--- src/rtl/set_cursor_control.sv ---
// set_cursor_control: set-mode controller for the clock/stopwatch display.
// Turns debounced buttons into a set-mode flag, a field cursor, one-cycle
// per-field up/down step pulses and a blink enable for the selected field.
// Exits set mode after TIMEOUT cycles without any button edge.
//
// Optional feature macro: AUTO_REPEAT_EN (held up/down auto-repeat).
//
// Ports:
//   i_clk, i_rstn                      clock, async active-low reset
//   i_set, i_up, i_down, i_left, i_right  button levels (synchronized, debounced)
//   o_set_mode                         high while editing
//   o_cursor                           selected field: 0=ms 1=sec 2=min 3=hr
//   o_blink                            blink enable, 0 outside edit
//   o_{ms,sec,min,hr}_{up,down}        one-cycle step pulses
module set_cursor_control #(
    parameter int unsigned REPEAT_DELAY  = 500,
    parameter int unsigned REPEAT_PERIOD = 100,
    parameter int unsigned TIMEOUT       = 10000,
    parameter int unsigned BLINK_HALF    = 250
) (
    input  logic       i_clk,
    input  logic       i_rstn,
    input  logic       i_set,
    input  logic       i_up,
    input  logic       i_down,
    input  logic       i_left,
    input  logic       i_right,
    output logic       o_set_mode,
    output logic [1:0] o_cursor,
    output logic       o_blink,
    output logic       o_ms_up,
    output logic       o_ms_down,
    output logic       o_sec_up,
    output logic       o_sec_down,
    output logic       o_min_up,
    output logic       o_min_down,
    output logic       o_hr_up,
    output logic       o_hr_down
);

    localparam int unsigned TO_W = (TIMEOUT > 1) ? $clog2(TIMEOUT) : 1;
    localparam int unsigned BL_W = (BLINK_HALF > 1) ? $clog2(BLINK_HALF) : 1;

    // Elaboration-time parameter range checks
    if (TIMEOUT < 2) begin : g_bad_timeout
        $error("TIMEOUT must be >= 2");
    end
    if (BLINK_HALF < 1) begin : g_bad_blink
        $error("BLINK_HALF must be >= 1");
    end
    if (REPEAT_DELAY < 1 || REPEAT_PERIOD < 1) begin : g_bad_repeat
        $error("REPEAT_DELAY and REPEAT_PERIOD must be >= 1");
    end

    typedef enum logic {
        S_IDLE = 1'b0,
        S_EDIT = 1'b1
    } state_t;

    state_t state_q, state_d;

    logic set_q, up_q, down_q, left_q, right_q;
    logic set_e, up_e, down_e, left_e, right_e, any_edge;
    logic timeout_hit;

    logic [TO_W-1:0] to_cnt_q, to_cnt_d;
    logic [BL_W-1:0] bl_cnt_q, bl_cnt_d;
    logic [1:0]      cursor_d;
    logic            blink_d;
    logic [7:0]      steps_q, steps_d;

`ifdef AUTO_REPEAT_EN
    localparam int unsigned RP_MAX = (REPEAT_DELAY > REPEAT_PERIOD) ? REPEAT_DELAY : REPEAT_PERIOD;
    localparam int unsigned RP_W   = (RP_MAX > 1) ? $clog2(RP_MAX) : 1;

    logic [RP_W-1:0] rep_cnt_q, rep_cnt_d, rep_limit;
    logic            rep_armed_q, rep_armed_d;
`endif

    assign set_e    = i_set & ~set_q;
    assign up_e     = i_up & ~up_q;
    assign down_e   = i_down & ~down_q;
    assign left_e   = i_left & ~left_q;
    assign right_e  = i_right & ~right_q;
    assign any_edge = set_e | up_e | down_e | left_e | right_e;

    assign timeout_hit = (to_cnt_q == TO_W'(TIMEOUT - 1)) && !any_edge;

    // State register
    always_ff @(posedge i_clk or negedge i_rstn) begin
        if (!i_rstn) state_q <= S_IDLE;
        else         state_q <= state_d;
    end

    // Next-state logic
    always_comb begin
        state_d = state_q;
        case (state_q)
            S_IDLE: if (set_e) state_d = S_EDIT;
            S_EDIT: if (set_e || timeout_hit) state_d = S_IDLE;
            default: state_d = S_IDLE;
        endcase
    end

    // Next values of outputs and counters
    always_comb begin
        logic dir_one, edge_now, fire, cursor_chg;
        cursor_d   = o_cursor;
        blink_d    = 1'b0;
        bl_cnt_d   = '0;
        to_cnt_d   = '0;
        steps_d    = '0;
        fire       = 1'b0;
        cursor_chg = 1'b0;
        // Only a lone up or lone down may step; both together cancel
        dir_one    = i_up ^ i_down;
        edge_now   = i_up ? up_e : down_e;
`ifdef AUTO_REPEAT_EN
        rep_cnt_d   = '0;
        rep_armed_d = 1'b0;
        rep_limit   = rep_armed_q ? RP_W'(REPEAT_PERIOD - 1) : RP_W'(REPEAT_DELAY - 1);
`endif
        if (state_q == S_IDLE) begin
            if (state_d == S_EDIT) begin
                cursor_d = 2'd3;
                blink_d  = 1'b1;
            end
        end else if (state_d == S_EDIT) begin
            to_cnt_d = any_edge ? '0 : to_cnt_q + TO_W'(1);

            if (bl_cnt_q == BL_W'(BLINK_HALF - 1)) begin
                bl_cnt_d = '0;
                blink_d  = ~o_blink;
            end else begin
                bl_cnt_d = bl_cnt_q + BL_W'(1);
                blink_d  = o_blink;
            end

            if (left_e && !right_e) begin
                cursor_d   = o_cursor + 2'd1;
                cursor_chg = 1'b1;
            end else if (right_e && !left_e) begin
                cursor_d   = o_cursor - 2'd1;
                cursor_chg = 1'b1;
            end

`ifdef AUTO_REPEAT_EN
            if (!dir_one) begin
                rep_cnt_d   = '0;
                rep_armed_d = 1'b0;
            end else if (edge_now) begin
                fire        = 1'b1;
                rep_cnt_d   = '0;
                rep_armed_d = 1'b0;
            end else if (rep_cnt_q == rep_limit) begin
                fire        = 1'b1;
                rep_cnt_d   = '0;
                rep_armed_d = 1'b1;
            end else begin
                rep_cnt_d   = rep_cnt_q + RP_W'(1);
                rep_armed_d = rep_armed_q;
            end
            if (cursor_chg) begin
                rep_cnt_d   = '0;
                rep_armed_d = 1'b0;
            end
`else
            fire = dir_one & edge_now;
`endif
            // Pulse targets the field selected before this cycle's cursor move
            steps_d[{o_cursor, 1'b0}] = fire & i_up;
            steps_d[{o_cursor, 1'b1}] = fire & i_down;
        end
    end

    // Output, counter and previous-value registers
    always_ff @(posedge i_clk or negedge i_rstn) begin
        if (!i_rstn) begin
            set_q       <= 1'b0;
            up_q        <= 1'b0;
            down_q      <= 1'b0;
            left_q      <= 1'b0;
            right_q     <= 1'b0;
            o_set_mode  <= 1'b0;
            o_cursor    <= 2'd3;
            o_blink     <= 1'b0;
            steps_q     <= '0;
            to_cnt_q    <= '0;
            bl_cnt_q    <= '0;
`ifdef AUTO_REPEAT_EN
            rep_cnt_q   <= '0;
            rep_armed_q <= 1'b0;
`endif
        end else begin
            set_q       <= i_set;
            up_q        <= i_up;
            down_q      <= i_down;
            left_q      <= i_left;
            right_q     <= i_right;
            o_set_mode  <= (state_d == S_EDIT);
            o_cursor    <= cursor_d;
            o_blink     <= blink_d;
            steps_q     <= steps_d;
            to_cnt_q    <= to_cnt_d;
            bl_cnt_q    <= bl_cnt_d;
`ifdef AUTO_REPEAT_EN
            rep_cnt_q   <= rep_cnt_d;
            rep_armed_q <= rep_armed_d;
`endif
        end
    end

    assign o_ms_up    = steps_q[0];
    assign o_ms_down  = steps_q[1];
    assign o_sec_up   = steps_q[2];
    assign o_sec_down = steps_q[3];
    assign o_min_up   = steps_q[4];
    assign o_min_down = steps_q[5];
    assign o_hr_up    = steps_q[6];
    assign o_hr_down  = steps_q[7];

endmodule

--- config.mk ---
export PLATFORM = sky130hd
export DESIGN_NAME = set_cursor_control
export DESIGN_NICKNAME = d
export VERILOG_FILES = /design/src/rtl/set_cursor_control.sv
export SDC_FILE = /design/constraint.sdc
export NUM_CORES = 1
export LEC_CHECK = 0
export CORE_MARGIN = 8
export CORE_UTILIZATION = 50
export DETAILED_ROUTE_END_ITERATION = 16
export DONT_BUFFER_PORTS = 1
export MAX_ROUTING_LAYER = met4
export PLACE_DENSITY = 0.65
export SKIP_CTS_REPAIR_TIMING = 1
export SLEW_MARGIN = 5
export SYNTH_ARGS = -nofsm -noshare
export SYNTH_HDL_FRONTEND = slang
export SYNTH_SLANG_ARGS = --single-unit
--- constraint.sdc ---
create_clock -name i_clk -period 2 [get_ports i_clk]
set_clock_uncertainty 0.15 [all_clocks]
set_input_delay 0.4 -clock i_clk [delete_from_list [all_inputs] [get_ports i_clk]]
set_output_delay 0.4 -clock i_clk [all_outputs]
set_load 0.02 [all_outputs]
==> out/qor.yml, run 1 <==
synthesis:
  yosys.area_share.adder: 0.02161
  yosysTopAreaCellShare: 0.5331
  synth_cell_type_count: 34
  synthesis.nets: 175
  synth_warnings: 0
  synth-xor-area-share: 0.1009
  avgSynthCellArea_um2: 10.53
  synth_simple_gate_area_share: 0.2385
  yosys-top-cells-area: "dfrtp_1, nor2_1, xnor2_1"
  async_flop_share: 1.000
  synth_compound_area_frac: 0.03963
  synth_edf_count: 0
  yosysTopAreaCell: "dfrtp_1"
  synth_top_family_by_area: "simple AND/OR/NAND/NOR gates"
  yosysSeqAreaShare: 0.5634
  ys.flop_type: "dfrtp_1"
  synth_area_um2: 1737
  synthMuxAreaShare: 0.005764
  ys_seq_elements: 39
  synthCells: 165
finish:
  areaGrowthSynthToFinish_pct: 15.85
  final_cell_mix: "dfrtp_1, nor2_1, xnor2_1"
  nFillCells: 290
  antenna_cells: 0
  postLayoutCellArea_um2: 2012
  final_core_util: 0.6029
  final_common_cell: "dfrtp_1"
  fin_nets: 195
  layout-drive-gt1-share: 0.1237
floorplan:
  start_util: 0.5204
  io_pins: 19
  rows: 21
  die-width_um: 74.94
  fp.dieH_um: 74.94
  dieArea_um2: 5615
  core_area_um2: 3337
setup_path:
  worstPathArrival_ps: 2070
  cpPeakStageDelay_ps: 510
  crit_chain: "or4b_1 -> or4_4 -> or3b_1 -> buf_12 -> nor2_1"
  cp-end-kind: "flip-flop"
  cp-start-kind: "flip-flop"
  cp_max_fo: 14
  crit_slowest_cell: "or4b_1"
  cp.required_ps: 2080
  critical_path_class: "flip-flop to flip-flop"
sta:
  fin_crit_sh: 0.9979
  setup_slack_ps: 4.188
  rsz0062_at_grt: "yes"
  setup_viol: 0
  setup_tns_ps: 0
  fin_crit_ps: 1996
  maxSlewViolCount: 0
  tightest_slew_ps: 335.2
  relSlewSlack: 0.7745
  hold_viol_final: 0
  max_freq_mhz: 501.0
global_route:
  grt_pass1_wl_um: 5030
  grt_max_degree: 40
  track_usage: 0.1220
  grt_antenna_before_repair: 0
  grt_pass1_vias: 1124
  overflow: 0
clock_tree:
  clkSlewWorstSetupHoldPaths_ps: 110
  cts_tree: "yes"
  clock-sinks: 39
  cts_buffers: 5
  clk_latency_ps: 340
  cts_buffer_depth: 2
  htreeDepth: 2
  cts_root_buf: "clkbuf_4"
place:
  post_dp_cell_area_um2: 1856
  gp_congestion: 0.7752
  pre_cts_slack_ps: 0.8518
  port_buffers: 0
  dp_hpwl_um: 2142
pwr:
  netSwitchingFraction: 0.2767
  peakVddDrop_uv: 316.2
  power.internal_uw: 1137
  finalPower_uw: 1572
  p_per_area_nw_per_um2: 781.1
  p_sw_uw: 434.9
  comb_power_share: 0.124
  power.share.clock: 0.284
  pwr-share-seq: 0.592
  p_leak_uw: 0.0008512
detailed_routing:
  drc: 0
  drt-initial-drc-count: 58
  postRouteAntennaNets: 0
  drt-total-wl_um: 3087
  wl_per_cell_um: 13.31
  via_count: 1211
  vias_per_cell: 5.220
  dr.pass1.iters: 4
status:
  status: "finished, final reports clean"
min_path:
  hold_path.class: "input port to flip-flop"
run:
  max-cap-violations: 0
## stage by stage
stage          hold WS, ps  cells
2_1_floorplan       -45.59    165
3_3_place_gp        -44.47    217
3_5_place_dp        -44.49    217
4_1_cts             -428.5    225
5_1_grt              81.66    232
6_report             85.67    232
## cell families (layout without fill, tap and decap cells)
| family | after synthesis | in the layout |
|---|---|---|
| compound gates | 10 | 10 |
| simple gates | 82 | 82 |
| fa+ha+maj | 3 | 3 |
| xor+xnor | 20 | 20 |
| flops | 39 | 39 |
| mux | 1 | 1 |
| buf+inv | 10 | 31 |
## layer usage
metal | global-route usage | up-vias | routed length, µm
met1 | 0.1412 | 586 | 1392
met3 | 0.04794 | 4 | 232
met2 | 0.1785 | 26 | 1415
met4 | 0.06304 | 0 | 47
li1 | - | 595 | -
met5 | - | - | 0
## worst paths after layout
kind                                              from  slack [ps]                 endpoint  cells after the start
max in group asynchronous                       i_rstn        1070  o_cursor[0]$_DFFE_PN1P_                      2
worst max-delay path            to_cnt_q[12]$_DFF_PN0_           4    to_cnt_q[3]$_DFF_PN0_                      5
min in group asynchronous                       i_rstn         390     steps_q[6]$_DFF_PN0_                      2
worst max register to register  to_cnt_q[12]$_DFF_PN0_           4    to_cnt_q[3]$_DFF_PN0_                      5
worst min-delay path                            i_down          90     steps_q[6]$_DFF_PN0_                      3
worst min register to register   bl_cnt_q[0]$_DFF_PN0_         350    bl_cnt_q[0]$_DFF_PN0_                      1
## registers in the layout (all words and copies together), names as in the netlist
| name | flops |
|---|---|
| bl_cnt_q | 8 |
| down_q | 1 |
| left_q | 1 |
| o_blink | 1 |
| o_cursor | 2 |
| o_set_mode | 1 |
| right_q | 1 |
| set_q | 1 |
| steps_q | 8 |
| to_cnt_q | 14 |
| up_q | 1 |
## synth_stat cells (2+ instances only)
cell type	n
ha_1	3
nor3_1	7
dfstp_2	2
nand3_1	9
xnor2_1	13
nand4_1	5
nor4b_1	2
buf_6	2
or3_1	2
nand2_1	8
a21oi_1	3
clkbuf_1	3
nor2b_1	2
inv_1	5
nor2_1	32
dfrtp_1	37
xor2_1	7
nand2b_1	5
nor4_1	3
## worst max-delay path: cells and delay by family (launching register included)
family / cells / cell delay (ps)
buffers and inverters: 1 / 140
DFF: 1 / 380
and+or+nand+nor: 4 / 1220
## power by group through the flow
stage,combinational (µW),sequential [µW],clock (µW)
floorplan,142,921,0
global placement,160,945,0
detailed placement,163,947,0
CTS,164,931,466
global route,223,944,500
finish,195,930,447
## cell type report
class                           count  area [µm²]  area share
Inverter                            5       18.77    0.009328
Sequential cell                    39       978.4      0.4863
Multi-Input combinational cell    116       705.7      0.3507
Tap cell                           46       57.56     0.02861
Clock buffer                        8       68.82     0.03420
Timing Repair Buffer               18       182.7     0.09080
Power figures use the tool's default switching activity.
==> run 2, diff against run 1 <==
Settings changed: PLACE_DENSITY 0.65 to 0.79, SKIP_LAST_GASP from default to 1.
==> run 2 against run 1 <==
- the run now ends with setup timing left
- critical endpoint is now to_cnt_q[4]$_DFF_PN0_
- largest power group unchanged
- final cell count fell by 0.43%
- design area shrank 0.87%
- sequential cell count unchanged
- highest routed layer unchanged
- via count up 3.3%
- clock power is 11% lower
- wire length is 16% higher
- global-route usage rose by 1.9 points
==> out/qor.yml, run 2 (synthesis gave the netlist of run 1 again) <==
status:
  status: "finished, violations left"
  violations: "setup timing"
global_route:
  grt_pass1_wl_um: 5733  # +14%
  grt_pass1_vias: 1259  # +12%
  grt_max_degree: 40  # unchanged
  overflow: 0  # unchanged
  grt_antenna_before_repair: 0  # unchanged
  track_usage: 0.1415  # +0.01947
clock_tree:
  cts_buffer_depth: 2  # unchanged
  cts_root_buf: "clkbuf_4"
  clkSlewWorstSetupHoldPaths_ps: 120  # about the same
  clock-sinks: 39  # unchanged
  htreeDepth: 2  # unchanged
  clk_latency_ps: 350  # about the same
  cts_buffers: 5  # unchanged
  cts_tree: "yes"
sta:
  fin_crit_sh: 1.018  # +0.01996
  setup_slack_ps: -35.73  # -39.91 ps
  setup_tns_ps: -307.1  # -307.1 ps
  fin_crit_ps: 2036  # +39.91 ps
  hold_viol_final: 0  # unchanged
  max_freq_mhz: 491.2  # -2.0%
  setup_viol: 14  # +14
  rsz0062_at_grt: "yes"
  tightest_slew_ps: 420.4  # +85.15 ps
  maxSlewViolCount: 0  # unchanged
  relSlewSlack: 0.7195  # -0.05499
min_path:
  hold_path.class: "input port to flip-flop"
  whs_endpoint: "steps_q[7]$_DFF_PN0_"
  holdPathStages: 3  # unchanged
  min_from: "i_up"
floorplan:
  dieArea_um2: 5615  # unchanged
  io_pins: 19  # unchanged
  fp.dieH_um: 74.94  # unchanged
  core_area_um2: 3337  # unchanged
  start_util: 0.5204  # unchanged
  die-width_um: 74.94  # unchanged
  rows: 21  # unchanged
detailed_routing:
  drt-total-wl_um: 3567  # +16%
  drc: 0  # unchanged
  dr.pass1.iters: 4  # unchanged
  drt-initial-drc-count: 92  # +59%
  via_count: 1251  # +3.3%
  vias_per_cell: 5.416  # +3.8%
  wl_per_cell_um: 15.44  # +16%
  postRouteAntennaNets: 0  # unchanged
place:
  port_buffers: 0  # unchanged
  pre_cts_slack_ps: -3.771  # -4.623 ps
  dp_hpwl_um: 2500  # +17%
  gp_congestion: 0.7869  # +1.5%
setup_path:
  crit_slowest_cell: "or4b_1"
  worstPathArrival_ps: 2120  # +50 ps
  path_buf_inv: 1  # unchanged
  critical_path_class: "flip-flop to flip-flop"
  crit_family: "simple AND/OR/NAND/NOR gates"
  cp-end-kind: "flip-flop"
  rr_endpoint: "to_cnt_q[4]$_DFF_PN0_"
  crit_chain: "or4b_1 -> or4_4 -> or3b_1 -> buf_12 -> nor2_1"
  cp.required_ps: 2090  # about the same
  r2r_start: "to_cnt_q[12]$_DFF_PN0_"
  r2r_cells: 5  # unchanged
  cp_max_fo: 14  # unchanged
  cp-start-kind: "flip-flop"
  cpPeakStageDelay_ps: 510  # about the same
  regToRegSetupSlack_ps: -40  # -40 ps
pwr:
  p_leak_uw: 0.0008316  # -2.3%
  peakVddDrop_uv: 390.8  # +24%
  p_per_area_nw_per_um2: 769.0  # -1.6%
  finalPower_uw: 1534  # -2.4%
finish:
  areaGrowthSynthToFinish_pct: 14.84
  final_common_cell: "dfrtp_1"
  fin_nets: 194  # -0.51%
  largestRegisters: "to_cnt_q x14, bl_cnt_q x8, steps_q x8"
  layout-drive-gt1-share: 0.1297  # +0.006074
  largest_register_ffs: 14  # unchanged
  regMostFlops: "to_cnt_q"
  antenna_cells: 0  # unchanged
  final_cell_mix: "dfrtp_1, nor2_1, xnor2_1"
run:
  max-cap-violations: 0  # unchanged
run 2: worst register-to-register path, stage by stage, from the launching register on:
cell     delay, ps
dfrtp_1        390
or4b_1         510
or4_4          450
or3b_1         230
buf_12         140
nor2_1          50
run 2: worst max path at each step:
stage | cells after the start | from | endpoint
3_3_place_gp | 5 | to_cnt_q[12]$_DFF_PN0_ | to_cnt_q[4]$_DFF_PN0_
2_1_floorplan | 6 | to_cnt_q[5]$_DFF_PN0_ | to_cnt_q[0]$_DFF_PN0_
4_1_cts | 5 | to_cnt_q[12]$_DFF_PN0_ | to_cnt_q[4]$_DFF_PN0_
3_5_place_dp | 5 | to_cnt_q[12]$_DFF_PN0_ | to_cnt_q[4]$_DFF_PN0_
6_report | 5 | to_cnt_q[12]$_DFF_PN0_ | to_cnt_q[4]$_DFF_PN0_
5_1_grt | 5 | to_cnt_q[12]$_DFF_PN0_ | to_cnt_q[4]$_DFF_PN0_
run 2: power by group:
group / internal, µW / total, µW / switching, µW
Combinational: 84.6 / 201 / 116
Sequential: 842 / 936 / 94.1
Clock: 136 / 396 / 261
Total: 1060 / 1530 / 471
run 2: layout make-up:
class | instances | area, µm²
fill | 272 | 1343
sequential | 39 | 978.4
multi-input combinational | 116 | 718.2
timing repair buffer | 17 | 167.7
tap | 46 | 57.56
clock buffer | 6 | 41.29
inverter | 5 | 18.77
clock inverter | 2 | 12.51
run 2: stage by stage:
step | util | hold WS [ps] | instances | area (µm²)
CTS | 0.5677 | -428.3 | 223 | 1894
detailed placement | 0.5516 | -44.49 | 215 | 1841
floorplan | - | -45.59 | 165 | 1737
finish | 0.5977 | 84.38 | 231 | 1994
global placement | 0.5516 | -44.58 | 215 | 1841
global route | 0.5977 | 84.45 | 231 | 1994
run 2: per-layer routing:
metal  share of wire  vias to the layer above  track usage
met5               0                        -            -
met4           0.026                        0      0.07609
met3           0.066                       12      0.04128
met2            0.51                       40       0.2342
met1            0.40                      601       0.1485
li1                -                      598            -
==> run 3, diff against run 2 <==
Settings changed: CORE_UTILIZATION 50 to 35, PLACE_DENSITY 0.79 to 0.62.
==> run 3 against run 2 <==
- the run now ends clean
- utilization decreased by 17 points
- fmax up 1.9%
- count of clock-buffer cells in the layout down 1
- die area is 33% higher
- global-route usage down 4.8 points
- wire length decreased by 9.1%
- register-to-register slack better by 40 ps
- final cell count increased by 9.5%
- sequential cell count is the same
- setup slack improved by 39 ps
- sequential power barely moved
- sequential share of layout area down 1.3 points
- largest cell class unchanged
==> out/qor.yml, run 3 (synthesis gave the netlist of run 1 again) <==
place:
  dp.cells: 238  # +11%
  gp_congestion: 0.6975  # -11%
  dp_hpwl_um: 2172  # -13%
  port_buffers: 0  # unchanged
  post_dp_cell_area_um2: 1882  # +2.2%
finish:
  areaGrowthSynthToFinish_pct: 18.08
  layout-drive-gt1-share: 0.1290  # -0.0006975
  final_cell_mix: "dfrtp_1, nor2_1, xnor2_1"
  largest_register_ffs: 14  # unchanged
  final_common_cell: "dfrtp_1"
  nFillCells: 460  # +69%
  regMostFlops: "to_cnt_q"
  antenna_cells: 0  # unchanged
  largestRegisters: "to_cnt_q x14, bl_cnt_q x8, steps_q x8"
  postLayoutCellArea_um2: 2051  # +2.8%
  finalNonFillerCells: 253  # +9.5%
  fin_nets: 195  # +0.52%
floorplan:
  core_area_um2: 4755  # +42%
  fp.dieH_um: 86.44  # +15%
  start_util: 0.3653  # -0.1552
  rows: 25  # +19%
  die-width_um: 86.44  # +15%
  io_pins: 19  # unchanged
  dieArea_um2: 7472  # +33%
setup_path:
  critical_path_class: "flip-flop to flip-flop"
  cp.required_ps: 2030  # -60 ps
  cp-end-kind: "flip-flop"
  cp-start-kind: "flip-flop"
  worstPathArrival_ps: 2030  # -90 ps
  cp_max_fo: 14  # unchanged
pwr:
  peakVddDrop_uv: 331.2  # -15%
  p_leak_uw: 0.0008494  # +2.1%
  p_per_area_nw_per_um2: 809.9  # +5.3%
detailed_routing:
  postRouteAntennaNets: 0  # unchanged
  via_count: 1203  # -3.8%
  drc: 0  # unchanged
  dr.pass1.iters: 4  # unchanged
  drt-total-wl_um: 3244  # -9.1%
  vias_per_cell: 4.755  # -12%
  drt-initial-drc-count: 34  # -63%
  wl_per_cell_um: 12.82  # -17%
sta:
  tightest_slew_ps: 350.1  # -70.26 ps
  max_freq_mhz: 500.7  # +1.9%
  relSlewSlack: 0.7664  # +0.04689
  hold_viol_final: 0  # unchanged
  setup_tns_ps: 0  # +307.1 ps
  maxSlewViolCount: 0  # unchanged
  setup_viol: 0  # -14
  fin_crit_ps: 1997  # -38.69 ps
  fin_crit_sh: 0.9985  # -0.01935
  rsz0062_at_grt: "yes"
clock_tree:
  clk_latency_ps: 300  # -50 ps
  clock-sinks: 39  # unchanged
  cts_buffers: 5  # unchanged
  htreeDepth: 2  # unchanged
  cts_root_buf: "clkbuf_8"
  cts_buffer_depth: 2  # unchanged
  cts_tree: "yes"
  clkSlewWorstSetupHoldPaths_ps: 80  # -40 ps
global_route:
  grt_pass1_vias: 1091  # -13%
  grt_antenna_before_repair: 0  # unchanged
  overflow: 0  # unchanged
  grt_pass1_wl_um: 5264  # -8.2%
  track_usage: 0.09315  # -0.04831
  grt_max_degree: 40  # unchanged
min_path:
  hold_path.class: "input port to flip-flop"
status:
  status: "finished, final reports clean"
run:
  max-cap-violations: 0  # unchanged
-- run 3: stage by stage --
step / utilization / hold slack [ps] / setup WS (ps) / power (µW)
global route: 0.4313 / 128.7 / -70.03 / 1762
floorplan: - / -45.59 / -23.57 / 1063
detailed placement: 0.3958 / -43.38 / 12.51 / 1116
finish: 0.4313 / 134.6 / 2.963 / 1661
CTS: 0.4145 / -370.5 / -3.588 / 1656
global placement: 0.3958 / -43.26 / 31.16 / 1116
-- run 3: worst max-delay path, cell delays in order (launching register included) --
cell and delay (ps):
dfrtp_1 380, or4b_1 510, or4_4 440, or3b_1 230, buf_12 140, nor2_1 50
-- run 3: routing by layer --
layer | wire, µm | GRT usage | vias to the layer above
met1 | 1615 | 0.1153 | 578
met5 | 0 | - | -
met4 | 42 | 0.05164 | 0
li1 | - | - | 599
met2 | 1407 | 0.1306 | 22
met3 | 179 | 0.03025 | 4
-- run 3: layout make-up --
class / count / area (µm²) / area share
repair buffers: 18 / 175.2 / 0.08542
inverters: 5 / 18.77 / 0.009152
well taps: 67 / 83.83 / 0.04088
clock buffers: 5 / 68.82 / 0.03356
flip-flops and latches: 39 / 978.4 / 0.4771
clock inverters: 3 / 20.02 / 0.009762
multi-input cells: 116 / 705.7 / 0.3441
-- run 3: path summary, 6_finish.rpt --
check                                  startpoint                 endpoint  slack [ps]  cells past startpoint
hold / removal                               i_up     steps_q[7]$_DFF_PN0_         130                      3
setup / recovery           to_cnt_q[12]$_DFF_PN0_    to_cnt_q[2]$_DFF_PN0_           3                      5
min in group asynchronous                  i_rstn    to_cnt_q[4]$_DFF_PN0_         400                      2
hold reg to reg             bl_cnt_q[0]$_DFF_PN0_    bl_cnt_q[0]$_DFF_PN0_         350                      1
max in group asynchronous                  i_rstn  o_cursor[1]$_DFFE_PN1P_        1040                      2
setup reg to reg           to_cnt_q[12]$_DFF_PN0_    to_cnt_q[2]$_DFF_PN0_           3                      5
-- run 3: where the power goes --
group	internal, µW	total, µW	switching [µW]	leakage, µW
clock	243	532	289	0.0000402
combinational	87.7	196	109	0.000287
sequential	842	933	90.4	0.000522
total	1170	1660	488	0.000849
